### src/rtl/snes_rom_stream_reader_pkg.sv
// Shared types and default widths for the cartridge ROM stream reader.
// The reader FSM walks through IDLE -> ACCESS -> OUTPUT -> ... -> DONE.
package snes_rom_pkg;

  localparam int ADDR_W_DEF = 24;
  localparam int DATA_W_DEF = 8;
  localparam int LEN_W_DEF  = 24;
  localparam int WS_W_DEF   = 3;
  localparam int CHECKSUM_W = 16;

  typedef enum logic [1:0] {
    ST_IDLE,
    ST_ACCESS,
    ST_OUTPUT,
    ST_DONE
  } state_e;

  // Running sum wraps modulo 2^CHECKSUM_W; the caller zero-extends the byte.
  function automatic logic [CHECKSUM_W-1:0] checksum_add(
    input logic [CHECKSUM_W-1:0] sum,
    input logic [CHECKSUM_W-1:0] value
  );
    return sum + value;
  endfunction

endpackage

### src/rtl/snes_rom_stream_reader_if.sv
// Control, cartridge-bus and byte-stream signals of the ROM stream reader.
// The master modport is the reader itself; slave is the system/cartridge side.
interface snes_rom_stream_reader_if
  import snes_rom_pkg::*;
#(
  parameter int ADDR_W = ADDR_W_DEF,
  parameter int DATA_W = DATA_W_DEF,
  parameter int LEN_W  = LEN_W_DEF,
  parameter int WS_W   = WS_W_DEF
);

  logic                  start;
  logic                  abort;
  logic [ADDR_W-1:0]     base_addr;
  logic [LEN_W-1:0]      length;
  logic [WS_W-1:0]       wait_states;

  logic [ADDR_W-1:0]     rom_addr;
  logic [DATA_W-1:0]     rom_data;
  logic                  rom_oe_n;

  logic [DATA_W-1:0]     out_data;
  logic                  out_valid;
  logic                  out_ready;

  logic                  busy;
  logic                  done;
  logic [CHECKSUM_W-1:0] checksum;

  modport master (
    input  start, abort, base_addr, length, wait_states,
    input  rom_data, out_ready,
    output rom_addr, rom_oe_n, out_data, out_valid, busy, done, checksum
  );

  modport slave (
    output start, abort, base_addr, length, wait_states,
    output rom_data, out_ready,
    input  rom_addr, rom_oe_n, out_data, out_valid, busy, done, checksum
  );

endinterface

### src/rtl/snes_rom_wait_timer.sv
// Counts access cycles for one ROM byte; expire marks the cycle whose
// count equals the programmed number of wait states.
module snes_rom_wait_timer #(
  parameter int WS_W = 3
) (
  input  logic            clk,
  input  logic            reset,
  input  logic            clear,
  input  logic            enable,
  input  logic [WS_W-1:0] limit,
  output logic            expire
);

  logic [WS_W-1:0] count_q;

  // NOTE: sequential state is written with <= so every flop samples the
  // pre-edge values of its neighbours, independent of statement order.
  always_ff @(posedge clk or posedge reset) begin
    if (reset) begin
      count_q <= '0;
    end else if (clear) begin
      count_q <= '0;
    end else if (enable) begin
      count_q <= count_q + WS_W'(1);
    end
  end

  assign expire = (count_q == limit);

endmodule

### src/rtl/snes_rom_stream_reader.sv
// Reads a window of cartridge ROM with programmable wait states, streams each
// byte over valid/ready and keeps a 16-bit running checksum of accepted bytes.
module snes_rom_stream_reader
  import snes_rom_pkg::*;
#(
  parameter int ADDR_W = ADDR_W_DEF,
  parameter int DATA_W = DATA_W_DEF,
  parameter int LEN_W  = LEN_W_DEF,
  parameter int WS_W   = WS_W_DEF
) (
  input logic                      clk,
  input logic                      reset,
  snes_rom_stream_reader_if.master bus
);

  state_e                state_q, state_d;

  logic [ADDR_W-1:0]     addr_q;
  logic [LEN_W-1:0]      remaining_q;
  logic [WS_W-1:0]       ws_q;
  logic [DATA_W-1:0]     out_data_q;
  logic                  out_valid_q;
  logic [CHECKSUM_W-1:0] checksum_q;

  logic                  handshake;
  logic                  last_byte;
  logic                  timer_clear;
  logic                  timer_enable;
  logic                  timer_expire;
  logic                  rom_oe_n_d;
  logic                  busy_d;
  logic                  done_d;

  assign handshake    = out_valid_q & bus.out_ready;
  assign last_byte    = (remaining_q == LEN_W'(1));
  assign timer_enable = (state_q == ST_ACCESS);
  assign timer_clear  = (state_q != ST_ACCESS);

  snes_rom_wait_timer #(
    .WS_W (WS_W)
  ) u_wait_timer (
    .clk    (clk),
    .reset  (reset),
    .clear  (timer_clear),
    .enable (timer_enable),
    .limit  (ws_q),
    .expire (timer_expire)
  );

  always_ff @(posedge clk or posedge reset) begin
    if (reset) begin
      state_q <= ST_IDLE;
    end else begin
      state_q <= state_d;
    end
  end

  always_comb begin
    // NOTE: every output of this block gets a default first, so no path
    // leaves a signal unassigned and no latch is inferred.
    state_d    = state_q;
    rom_oe_n_d = 1'b1;
    busy_d     = (state_q != ST_IDLE);
    done_d     = 1'b0;

    case (state_q)
      ST_IDLE: begin
        if (bus.start) begin
          state_d = (bus.length == '0) ? ST_DONE : ST_ACCESS;
        end
      end
      ST_ACCESS: begin
        rom_oe_n_d = 1'b0;
        if (timer_expire) begin
          state_d = ST_OUTPUT;
        end
      end
      ST_OUTPUT: begin
        if (handshake) begin
          state_d = last_byte ? ST_DONE : ST_ACCESS;
        end
      end
      ST_DONE: begin
        done_d  = 1'b1;
        state_d = ST_IDLE;
      end
      default: begin
        state_d = ST_IDLE;
      end
    endcase

    // Abort wins over everything, including a start seen in IDLE.
    if (bus.abort) begin
      state_d = ST_IDLE;
    end
  end

  always_ff @(posedge clk or posedge reset) begin
    if (reset) begin
      addr_q      <= '0;
      remaining_q <= '0;
      ws_q        <= '0;
      out_data_q  <= '0;
      out_valid_q <= 1'b0;
      checksum_q  <= '0;
    end else begin
      // A byte handed over in the same cycle as an abort still counts.
      if (handshake) begin
        checksum_q <= checksum_add(checksum_q, CHECKSUM_W'(out_data_q));
      end

      case (state_q)
        ST_IDLE: begin
          if (bus.start && !bus.abort) begin
            checksum_q <= '0;
            if (bus.length != '0) begin
              addr_q      <= bus.base_addr;
              remaining_q <= bus.length;
              ws_q        <= bus.wait_states;
            end
          end
        end
        ST_ACCESS: begin
          if (timer_expire && !bus.abort) begin
            out_data_q  <= bus.rom_data;
            out_valid_q <= 1'b1;
          end
        end
        ST_OUTPUT: begin
          if (handshake) begin
            out_valid_q <= 1'b0;
            if (!last_byte && !bus.abort) begin
              addr_q      <= addr_q + ADDR_W'(1);
              remaining_q <= remaining_q - LEN_W'(1);
            end
          end
        end
        default: ;
      endcase

      if (bus.abort) begin
        out_valid_q <= 1'b0;
      end
    end
  end

  assign bus.rom_addr  = addr_q;
  assign bus.rom_oe_n  = rom_oe_n_d;
  assign bus.out_data  = out_data_q;
  assign bus.out_valid = out_valid_q;
  assign bus.busy      = busy_d;
  assign bus.done      = done_d;
  assign bus.checksum  = checksum_q;

endmodule
### src/flat_wrapper.sv
// flat-port wrapper written by rule: the top's interface ports become plain ports
module snes_rom_stream_reader_flat import snes_rom_pkg::*;
#(
  parameter int ADDR_W = ADDR_W_DEF,
  parameter int DATA_W = DATA_W_DEF,
  parameter int LEN_W  = LEN_W_DEF,
  parameter int WS_W   = WS_W_DEF
)
  (clk, reset, bus_start, bus_abort, bus_base_addr, bus_length, bus_wait_states, bus_rom_data, bus_out_ready, bus_rom_addr, bus_rom_oe_n, bus_out_data, bus_out_valid, bus_busy, bus_done, bus_checksum);
  snes_rom_stream_reader_if #(.ADDR_W(ADDR_W), .DATA_W(DATA_W), .LEN_W(LEN_W), .WS_W(WS_W)) bus_i ();
  input logic clk;
  input logic reset;
  input wire logic [$bits(bus_i.start)-1:0] bus_start;
  input wire logic [$bits(bus_i.abort)-1:0] bus_abort;
  input wire logic [$bits(bus_i.base_addr)-1:0] bus_base_addr;
  input wire logic [$bits(bus_i.length)-1:0] bus_length;
  input wire logic [$bits(bus_i.wait_states)-1:0] bus_wait_states;
  input wire logic [$bits(bus_i.rom_data)-1:0] bus_rom_data;
  input wire logic [$bits(bus_i.out_ready)-1:0] bus_out_ready;
  output wire logic [$bits(bus_i.rom_addr)-1:0] bus_rom_addr;
  output wire logic [$bits(bus_i.rom_oe_n)-1:0] bus_rom_oe_n;
  output wire logic [$bits(bus_i.out_data)-1:0] bus_out_data;
  output wire logic [$bits(bus_i.out_valid)-1:0] bus_out_valid;
  output wire logic [$bits(bus_i.busy)-1:0] bus_busy;
  output wire logic [$bits(bus_i.done)-1:0] bus_done;
  output wire logic [$bits(bus_i.checksum)-1:0] bus_checksum;
  assign bus_i.start = bus_start;
  assign bus_i.abort = bus_abort;
  assign bus_i.base_addr = bus_base_addr;
  assign bus_i.length = bus_length;
  assign bus_i.wait_states = bus_wait_states;
  assign bus_i.rom_data = bus_rom_data;
  assign bus_i.out_ready = bus_out_ready;
  assign bus_rom_addr = bus_i.rom_addr;
  assign bus_rom_oe_n = bus_i.rom_oe_n;
  assign bus_out_data = bus_i.out_data;
  assign bus_out_valid = bus_i.out_valid;
  assign bus_busy = bus_i.busy;
  assign bus_done = bus_i.done;
  assign bus_checksum = bus_i.checksum;
  snes_rom_stream_reader #(.ADDR_W(ADDR_W), .DATA_W(DATA_W), .LEN_W(LEN_W), .WS_W(WS_W)) u_core (.clk(clk), .reset(reset), .bus(bus_i));
endmodule
### config.mk
export PLATFORM = sky130hd
export DESIGN_NAME = snes_rom_stream_reader_flat
export DESIGN_NICKNAME = d
export VERILOG_FILES = /design/src/rtl/snes_rom_stream_reader_pkg.sv /design/src/rtl/snes_rom_stream_reader_if.sv /design/src/rtl/snes_rom_wait_timer.sv /design/src/rtl/snes_rom_stream_reader.sv /design/src/flat_wrapper.sv
export SDC_FILE = /design/constraint.sdc
export NUM_CORES = 1
export LEC_CHECK = 0
export BUFFER_PORTS_ARGS = -buffer_cell sky130_fd_sc_hd__buf_2
export CAP_MARGIN = 30
export CORE_MARGIN = 1
export CORE_UTILIZATION = 25
export DETAILED_ROUTE_END_ITERATION = 8
export GPL_ROUTABILITY_DRIVEN = 0
export PLACE_DENSITY = 0.41
export SLEW_MARGIN = 20
export SYNTH_ARGS = -nofsm -noshare
export SYNTH_HDL_FRONTEND = slang
export SYNTH_SLANG_ARGS = --single-unit
### constraint.sdc
create_clock -name clk -period 2.32 [get_ports clk]
set_clock_uncertainty 0.05 [all_clocks]
set_input_delay 0.348 -clock clk [delete_from_list [all_inputs] [get_ports clk]]
set_output_delay 0.348 -clock clk [all_outputs]
set_load 0.01 [all_outputs]
# Yosys cells after proc, flatten, opt, wreduce, memory -nomap -nowiden
# Index checks and enable logic that the tools add are counted.
# classes
n_reduce_logical	17
bitwise_logic	1
muxes	28
n_addsub	4
n_eq_ne	14
# op_table
cell	n
24-bit 2-to-1 mux	8
24-bit case mux with 2 select lines	2
16-bit 2-to-1 mux	3
24-bit by 1-bit adder with 24-bit output, second input constant	1
24-bit by 1-bit equality test with 1-bit output, second input constant	1
24-bit zero test	1
24-bit nonzero test	1
24-bit by 1-bit subtractor with 24-bit output, second input constant	1
16-bit by 8-bit adder with 16-bit output	1
2-bit 2-to-1 mux	6
2-bit by 1-bit inequality test with 1-bit output, second input constant	5
3-bit inequality test, second input constant	3
3-bit AND reduction	3
2-bit case mux with 4 select lines	1
3-bit 2-to-1 mux	2
2-bit nonzero test	3
1-bit 2-to-1 mux	5
5-bit AND reduction	1
2-bit equality test, second input constant	2
3-bit by 1-bit adder with 3-bit output, second input constant	1
3-bit equality test	1
1-bit logical AND	3
3-bit by 2-bit inequality test with 1-bit output, second input constant	1
3-bit nonzero test	1
other kinds (6)	7
# totals
ff_bits	81
in_bits	64
output_inout_bits	52
word_cells	72

# Longest topological paths before layout
# Gate-level depths: netlist (run 1).
# logic_depth
word_depth	6
ltp_mapped	8
depth_no_buf	8

# By module
# A second synthesis (run 1) with hierarchy kept.
# unflattened
cells_unflattened	564
hier_area_um2	4829.6
# modules_own_cells
module	cells_per_inst	instances	area_each_um2
snes_rom_stream_reader	548	1	4649.5
snes_rom_wait_timer	16	1	180.2

# Worst setup path after synthesis (run 1)
# OpenSTA, ideal clock, no wires.
# synth_path
path_kind	reg2reg
startpoint	register u_core.remaining_q[10]
endpoint	register u_core.addr_q[22] (netlist: u_core.bus.rom_addr[22])
setup_time_ns	0.118
synth_period_minus_slack_ns	2.542
t_arrival_ns	2.373
t_required_ns	2.152
stages_incl_launch_ff	9
slack_ns	-0.222
path_cell_list	dfrtp_1 or4_1 buf_2 or4b_4 o31ai_4 o31a_1 buf_4 nor2_1 o2bb2a_4
# synth_between
elab_chain_cells	5
# synth_lines
item	line_no	source
start: declaration	snes_rom_stream_reader.sv:19	logic [LEN_W-1:0] remaining_q;
start signal: assignment	snes_rom_stream_reader.sv:118	remaining_q <= bus.length;
start signal: assignment	snes_rom_stream_reader.sv:134	remaining_q <= remaining_q - LEN_W'(1);
24-bit by 1-bit equality test with 1-bit output	snes_rom_stream_reader.sv:35	assign last_byte = (remaining_q == LEN_W'(1));
1-bit zero test	snes_rom_stream_reader.sv:132	if (!last_byte && !bus.abort) begin
1-bit logical AND	snes_rom_stream_reader.sv:132	
2-bit by 1-bit inequality test with 1-bit output (no line)	-	
5-bit AND reduction (no line)	-	
end signal: assignment	snes_rom_stream_reader.sv:117	addr_q <= bus.base_addr;
end signal: assignment	snes_rom_stream_reader.sv:133	addr_q <= addr_q + ADDR_W'(1);
end: declaration	snes_rom_stream_reader.sv:18	logic [ADDR_W-1:0] addr_q;
# Every way passes these cells.
# A chain may end at the register's enable or synchronous reset.

# Worst setup path in the final report (run 1)
# layout_path
startpoint	register u_core.remaining_q[10]
endpoint	register u_core.remaining_q[18]
# layout_between
elab_chain_cells	5
elab_cells_between_ends	9
classes_between	add/sub: 1; eq/ne: 2; mux: 3; reduce/logical: 3
# layout_lines
item
parallel branches: the longest is 5 deep, another holds 24-bit by 1-bit subtractor with 24-bit output
# Several ways; the timed one is not identified. The select of a mux whose other input is x is not followed.

==> results of run 1 <==
==> layout make-up <==
cell class	count	area [sq um]
fillers	1963	12200
multi-input cells	432	2720
flip-flops and latches	81	2030
repair buffers	184	1200
well taps	234	293
clock buffers	11	243
inverters	9	37.5
clock inverters	5	31.3
==> power breakdown <==
group	total [uW]	switching (uW)	internal (uW)
logic	2340	1250	1100
registers	2300	454	1840
clock network	1360	612	752
total	6000	2310	3690
==> Yosys cell counts (4+ instances only) <==
library cell / n / area share
ha_1: 12 / 0.031
o31a_1: 5 / 0.0092
a211oi_1: 6 / 0.0094
clkbuf_1: 23 / 0.018
a31oi_1: 10 / 0.013
mux2_2: 12 / 0.028
xnor2_1: 12 / 0.022
or3_1: 4 / 0.0052
or4_1: 4 / 0.0063
a21o_1: 4 / 0.0063
o21ai_0: 67 / 0.070
and3_1: 4 / 0.0052
nand4_1: 7 / 0.0092
a22oi_1: 10 / 0.016
buf_2: 5 / 0.0052
a21oi_1: 69 / 0.072
dfrtp_1: 81 / 0.42
nand2b_1: 4 / 0.0052
nand2_1: 55 / 0.043
nor4_1: 10 / 0.013
inv_1: 9 / 0.0071
o22ai_1: 8 / 0.010
nor2_1: 47 / 0.037
nand3_1: 19 / 0.020
nor3_1: 17 / 0.018
==> worst max-delay path, cell delays in order (launching register included) <==
cell and delay [ns]:
dfrtp_1 0.40, or4_4 0.52, or4b_4 0.53, o31ai_4 0.22, o31a_1 0.24, buf_12 0.18, clkbuf_16 0.15, o21ai_1 0.08
==> sequential cells by signal (all words and copies together), names as in the netlist <==
name and flops:
u_core.ws_q 3, u_core.state_q 2, u_core.bus.out_data 8, u_core.u_wait_timer.count_q 3
u_core.bus.rom_addr 24, u_core.bus.checksum 16, u_core.bus.out_valid 1, u_core.remaining_q 24
==> how the worst min path moves through the flow <==
| stage | from | endpoint | slack, ns | depth (start not counted) |
|---|---|---|---|---|
| floorplan | u_core.u_wait_timer.count_q[0] | u_core.u_wait_timer.count_q[0] | 0.40 | 1 |
| global placement | reset | u_core.bus.rom_addr[9] | 0.42 | 2 |
| detailed placement | reset | u_core.bus.rom_addr[10] | 0.42 | 2 |
| CTS | reset | u_core.bus.rom_addr[10] | 0.04 | 2 |
| global route | reset | u_core.bus.rom_addr[9] | 0.06 | 2 |
| finish | reset | u_core.bus.rom_addr[10] | 0.03 | 2 |
==> routing by layer <==
| layer | part of all wire | wire length, um | global-route usage | vias to the layer above |
|---|---|---|---|---|
| met4 | 0.020 | 310 | 0.0567 | 0 |
| met3 | 0.051 | 780 | 0.0427 | 23 |
| met5 | 0 | 0 | 0 | - |
| li1 | - | - | - | 2372 |
| met1 | 0.44 | 6690 | 0.192 | 2324 |
| met2 | 0.49 | 7420 | 0.276 | 136 |
==> kinds of logic after synthesis <==
logic type | count (synthesis)
AOI/OAI and AO/OA | 204
muxes | 13
adders and majority gates | 13
DFF | 81
buffers and inverters | 43
and+or+nand+nor | 190
xor gates and xnor gates | 12
==> through the flow <==
step / cell area [sq um] / std cells / hold WS (ns)
after floorplan: 4800 / 556 / 0.403
after CTS: 6410 / 954 / 0.0396
after global routing: 6550 / 956 / 0.0566
final: 6550 / 956 / 0.0287
after detailed placement: 6070 / 935 / 0.418
after global placement: 6070 / 935 / 0.418
==> what timing repair did <==
item | CTS | global route
gates resized for setup | 22 | 45
setup endpoints to repair | 49 | 52
cloned | 1 | 1
setup buffers | 2 | 2
pin swaps | 1 | 19
==> reports/metrics.yaml, run 1 <==
layout-drive-gt1-share: 0.348
routed_wl_um: 15200
nets: 794
dr.pass1.iters: 4
r2r_cells: 7
start_util: 0.256
r2r_start: "u_core.remaining_q[10]"
yosys.area_share.simple: 0.194
antenna_found_initial: 0
cts_hold_buffers: 0
ioPinCount: 116
rrSetupSlack_ns: -0.18
violations: "setup timing"
cts_tree: "done"
grt_pass1_vias: 5031
tightest_slew_ns: 0.639
final_cell_mix: "115 x buf_2, 81 x dfrtp_1, 65 x a21oi_1"
cp.required_ns: 2.49
leakagePower_uw: 0.00282
syn_inst: 556
fp-row-count: 50
grt_usage: 0.160
fmax_mhz: 399
root_buffer: "clkbuf_16"
ys_types: 57
diodes: 0
synthArstFlopShare: 1.00
power_uw: 6000
synth_top_family_by_area: "compound AO/OA/AOI/OAI gates"
finalSetupViolations: 48
synthAdderAreaFrac: 0.0356
chipWidth_um: 140
synth_xor_area_frac: 0.0220
finalCriticalPeriod_ns: 2.50
drt_iter0_drc: 224
crit_fanout: 8
place_ws_ns: -0.233
endpoint_kind: "register"
clkTransAtPathRegs_ns: 0.07
fp.coreArea_sq_um: 18700
h-tree-depth: 3
layout_setup_ws_ns: -0.184
status: "complete, but fails checks"
hold_path.class: "input port to asynchronous set/reset pin"
hpwl_um: 11300
powerDensity_nw_per_um2: 917
synthMuxAreaShare: 0.0303
crit_start: "u_core.remaining_q[10]"
grt_max_degree: 41
ys.flop_type: "dfrtp_1"
yosys_warnings: 0
port-buffer-count: 115
rsz0062_at_grt: "yes"
setup_tns_ns: -6.30
slew_headroom: 0.573
finish.utilization: 0.350
fin_crit_sh: 1.08
cap_violations: 0
clock_latency_ns: 0.35
synth.cell_area_sq_um: 4780
vias_per_cell: 5.08
die_y_um: 140
grt_pass1_wl_um: 25000
clock_sinks: 81
slew_violations: 0
dieArea_sq_um: 19700
cts_buffers: 9
yosysSeqAreaShare: 0.424
ir_drop_uv: 387
synthesis.nets: 633
reg2reg_to: "u_core.remaining_q[18]"
start_kind: "register"
cts_buffer_depth: 2
wl_per_cell_um: 15.9
avgSynthCellArea_sq_um: 8.61
grt_remaining_overflow: 0
syn2layout_area_growth_pct: 36.9
synth_compound_area_frac: 0.254
ant_nets: 0
crit_end: "u_core.remaining_q[18]"
layout_commonest_cell: "buf_2"
num_vias: 4855
hold_viol: 0
synth_edf_count: 0
synth-seq-cells: 81
drc: 0
cp.arrival_ns: 2.68
setup.worst_path.class: "register to register"
Power figures use the tool's default switching activity.
==> inputs of run 2 (changes only) <==
--- a/config.mk
+++ b/config.mk
@@ -12,5 +12,5 @@
 export DETAILED_ROUTE_END_ITERATION = 8
 export GPL_ROUTABILITY_DRIVEN = 0
-export PLACE_DENSITY = 0.41
+export PLACE_DENSITY = 0.52
 export SLEW_MARGIN = 20
 export SYNTH_ARGS = -nofsm -noshare
==> constraint.sdc (replaced) <==
create_clock -name clk -period 2.32 [get_ports clk]
set_clock_uncertainty 0.05 [all_clocks]
set_input_delay 0.232 -clock clk [delete_from_list [all_inputs] [get_ports clk]]
set_output_delay 0.232 -clock clk [all_outputs]
set_load 0.01 [all_outputs]
==> run 2 against run 1 <==
Effect of this change:
- the run still ends with setup timing left
- clock power is 15% higher
- total power is 3.9% higher
- die area stayed put
- hold slack better by 0.041 ns
- final cell count is 0.21% lower
- flip-flop and latch count stayed put
- sequential share of layout area is 0.56 points lower
- largest cell class unchanged
- highest routed layer unchanged
==> reports/metrics.yaml, run 2 (synthesized netlist as in run 1, its figures left out) <==
chipWidth_um: 140  # unchanged
ioPinCount: 116  # unchanged
p_seq_frac: 0.367  # was 0.383
comb_power_share: 0.384  # was 0.390
finish.utilization: 0.357  # was 0.350
cts_buffer_depth: 2  # unchanged
grt_max_degree: 39  # was 41
ir_drop_uv: 444  # was 387 uV
slew_violations: 0  # unchanged
min_path_cells: 2
drc: 0  # unchanged
fp-row-count: 50  # unchanged
r2r_cells: 8  # was 7
wl_met2_um: 6640  # was 7420 um
hold_viol: 0  # unchanged
fin_crit_sh: 1.09  # was 1.08
crit_fanout: 8  # unchanged
wl_met3_um: 1080  # was 780 um
clock_sinks: 81  # unchanged
place_ws_ns: -0.290  # was -0.233 ns
fmax_mhz: 396  # was 399 MHz
tightest_slew_ns: 0.733  # was 0.639 ns
power_frac_clock: 0.249  # was 0.227
dieArea_sq_um: 19700  # unchanged
antenna_found_initial: 0  # unchanged
r2r_start: "u_core.remaining_q[18]"  # was u_core.remaining_q[10]
setup.worst_path.class: "register to register"  # unchanged
ant_nets: 0  # unchanged
num_vias: 4792  # was 4855
grt_pass1_vias: 4544  # was 5031
layout_setup_ws_ns: -0.205  # was -0.184 ns
slew_headroom: 0.511  # was 0.573
dr.pass1.iters: 5  # was 4
hpwl_um: 10400  # was 11300 um
fp.coreArea_sq_um: 18700  # unchanged
wl_met1_um: 6830  # was 6690 um
clkTransAtPathRegs_ns: 0.06  # was 0.07 ns
hold_path.class: "input port to register"  # was input port to asynchronous set/reset pin
vias_per_cell: 5.02  # was 5.08
start_kind: "register"  # unchanged
cap_violations: 0  # unchanged
nets: 792  # was 794
p_sw_frac: 0.371  # was 0.385
syn2layout_area_growth_pct: 39.4  # was 36.9%
h-tree-depth: 3  # unchanged
dp.cells: 930  # was 935
cts_tree: "done"  # unchanged
final_cell_mix: "116 x buf_2, 81 x dfrtp_1, 55 x nand2_1"  # was 115 x buf_2, 81 x dfrtp_1, 65 x a21oi_1
root_buffer: "clkbuf_16"  # unchanged
setup_tns_ns: -7.08  # was -6.30 ns
grt_pass1_wl_um: 23200  # was 25000 um
holdPathEnd: "u_core.bus.out_data[6]"
cts_buffers: 9  # unchanged
drt_iter0_drc: 237  # was 224
routed_wl_um: 14800  # was 15200 um
powerDensity_nw_per_um2: 935  # was 917 nW/um^2
violations: "setup timing"  # unchanged
top_layer: "met4"  # unchanged
rsz0062_at_grt: "yes"  # unchanged
grt_remaining_overflow: 0  # unchanged
fin_cells: 954  # was 956
cp.arrival_ns: 2.71  # was 2.68 ns
leakagePower_uw: 0.00284  # was 0.00282 uW
layout-drive-gt1-share: 0.360  # was 0.348
grt_usage: 0.149  # was 0.160
layout_commonest_cell: "buf_2"  # unchanged
port-buffer-count: 115  # unchanged
reg2reg_to: "u_core.bus.rom_addr[16]"  # was u_core.remaining_q[18]
cp.required_ns: 2.50  # was 2.49 ns
status: "complete, but fails checks"  # unchanged
endpoint_kind: "register"  # unchanged
p_sw_uw: 2310  # about the same
min_from: "bus_rom_data[6]"
wl_per_cell_um: 15.5  # was 15.9 um
clock_latency_ns: 0.34  # was 0.35 ns
internal_power_uw: 3930  # was 3690 uW
rrSetupSlack_ns: -0.21  # was -0.18 ns
die_y_um: 140  # unchanged
finalSetupViolations: 47  # was 48
start_util: 0.256  # unchanged
finalCriticalPeriod_ns: 2.53  # was 2.50 ns
==> run 2: power groups by stage <==
| stage | Sequential [uW] | Combinational [uW] | Clock (uW) |
|---|---|---|---|
| 4_1_cts | 2260 | 2240 | 1600 |
| 3_5_place_dp | 2270 | 2190 | 0 |
| 6_report | 2290 | 2390 | 1560 |
| 3_3_place_gp | 2280 | 2190 | 0 |
| 2_1_floorplan | 2340 | 1210 | 0 |
| 5_1_grt | 2360 | 2660 | 1660 |
==> run 2: final cells by class <==
type                       count  area (sq um)
fill                        1930         12000
multi-input combinational    432          2770
sequential                    81          2030
timing repair buffer         182          1220
tap                          234           293
clock buffer                  12           246
clock inverter                 3          65.1
inverter                       9          37.5
antenna                        1          2.50
==> run 2: per-stage QoR <==
stage / hold WS, ns / instance area [sq um] / total power (uW)
after floorplan: 0.332 / 4800 / 3540
after global placement: 0.228 / 6040 / 4470
after detailed placement: 0.235 / 6040 / 4460
after CTS: 0.0553 / 6440 / 6110
after global routing: 0.0593 / 6670 / 6680
final: 0.0701 / 6670 / 6240
==> run 2: worst max path at each step <==
stage / end / slack [ns] / start / cells past startpoint
detailed placement: u_core.remaining_q[14] / -0.29 / u_core.remaining_q[18] / 8
global placement: u_core.bus.rom_addr[22] / -0.26 / u_core.remaining_q[18] / 7
floorplan: u_core.bus.rom_addr[22] / -0.16 / u_core.remaining_q[10] / 8
global route: u_core.remaining_q[14] / -0.29 / u_core.remaining_q[18] / 8
CTS: u_core.bus.rom_addr[23] / -0.21 / u_core.remaining_q[12] / 7
finish: u_core.bus.rom_addr[16] / -0.21 / u_core.remaining_q[18] / 8
==> run 2: what timing repair did <==
item | CTS | global route
cloned | 0 | 4
pin swaps | 7 | 6
endpoints found under the hold margin | 15 | 0
hold buffers | 1 | 0
endpoints found under the setup margin | 49 | 55
setup buffers | 2 | 3
resized for setup | 24 | 55
==> run 2: critical path, cell delays in order (launching register included) <==
cell and delay [ns]:
dfrtp_1 0.38, or4_4 0.54, or4_4 0.46, o31ai_4 0.29
buf_6 0.14, o31ai_4 0.13, clkbuf_16 0.23, a21oi_1 0.13
a21oi_1 0.05
==> run 2: routing by layer <==
layer | vias to the layer above | global-route usage
met5 | - | 0
met4 | 0 | 0.0393
met3 | 16 | 0.0564
met2 | 136 | 0.235
met1 | 2265 | 0.190
li1 | 2375 | -
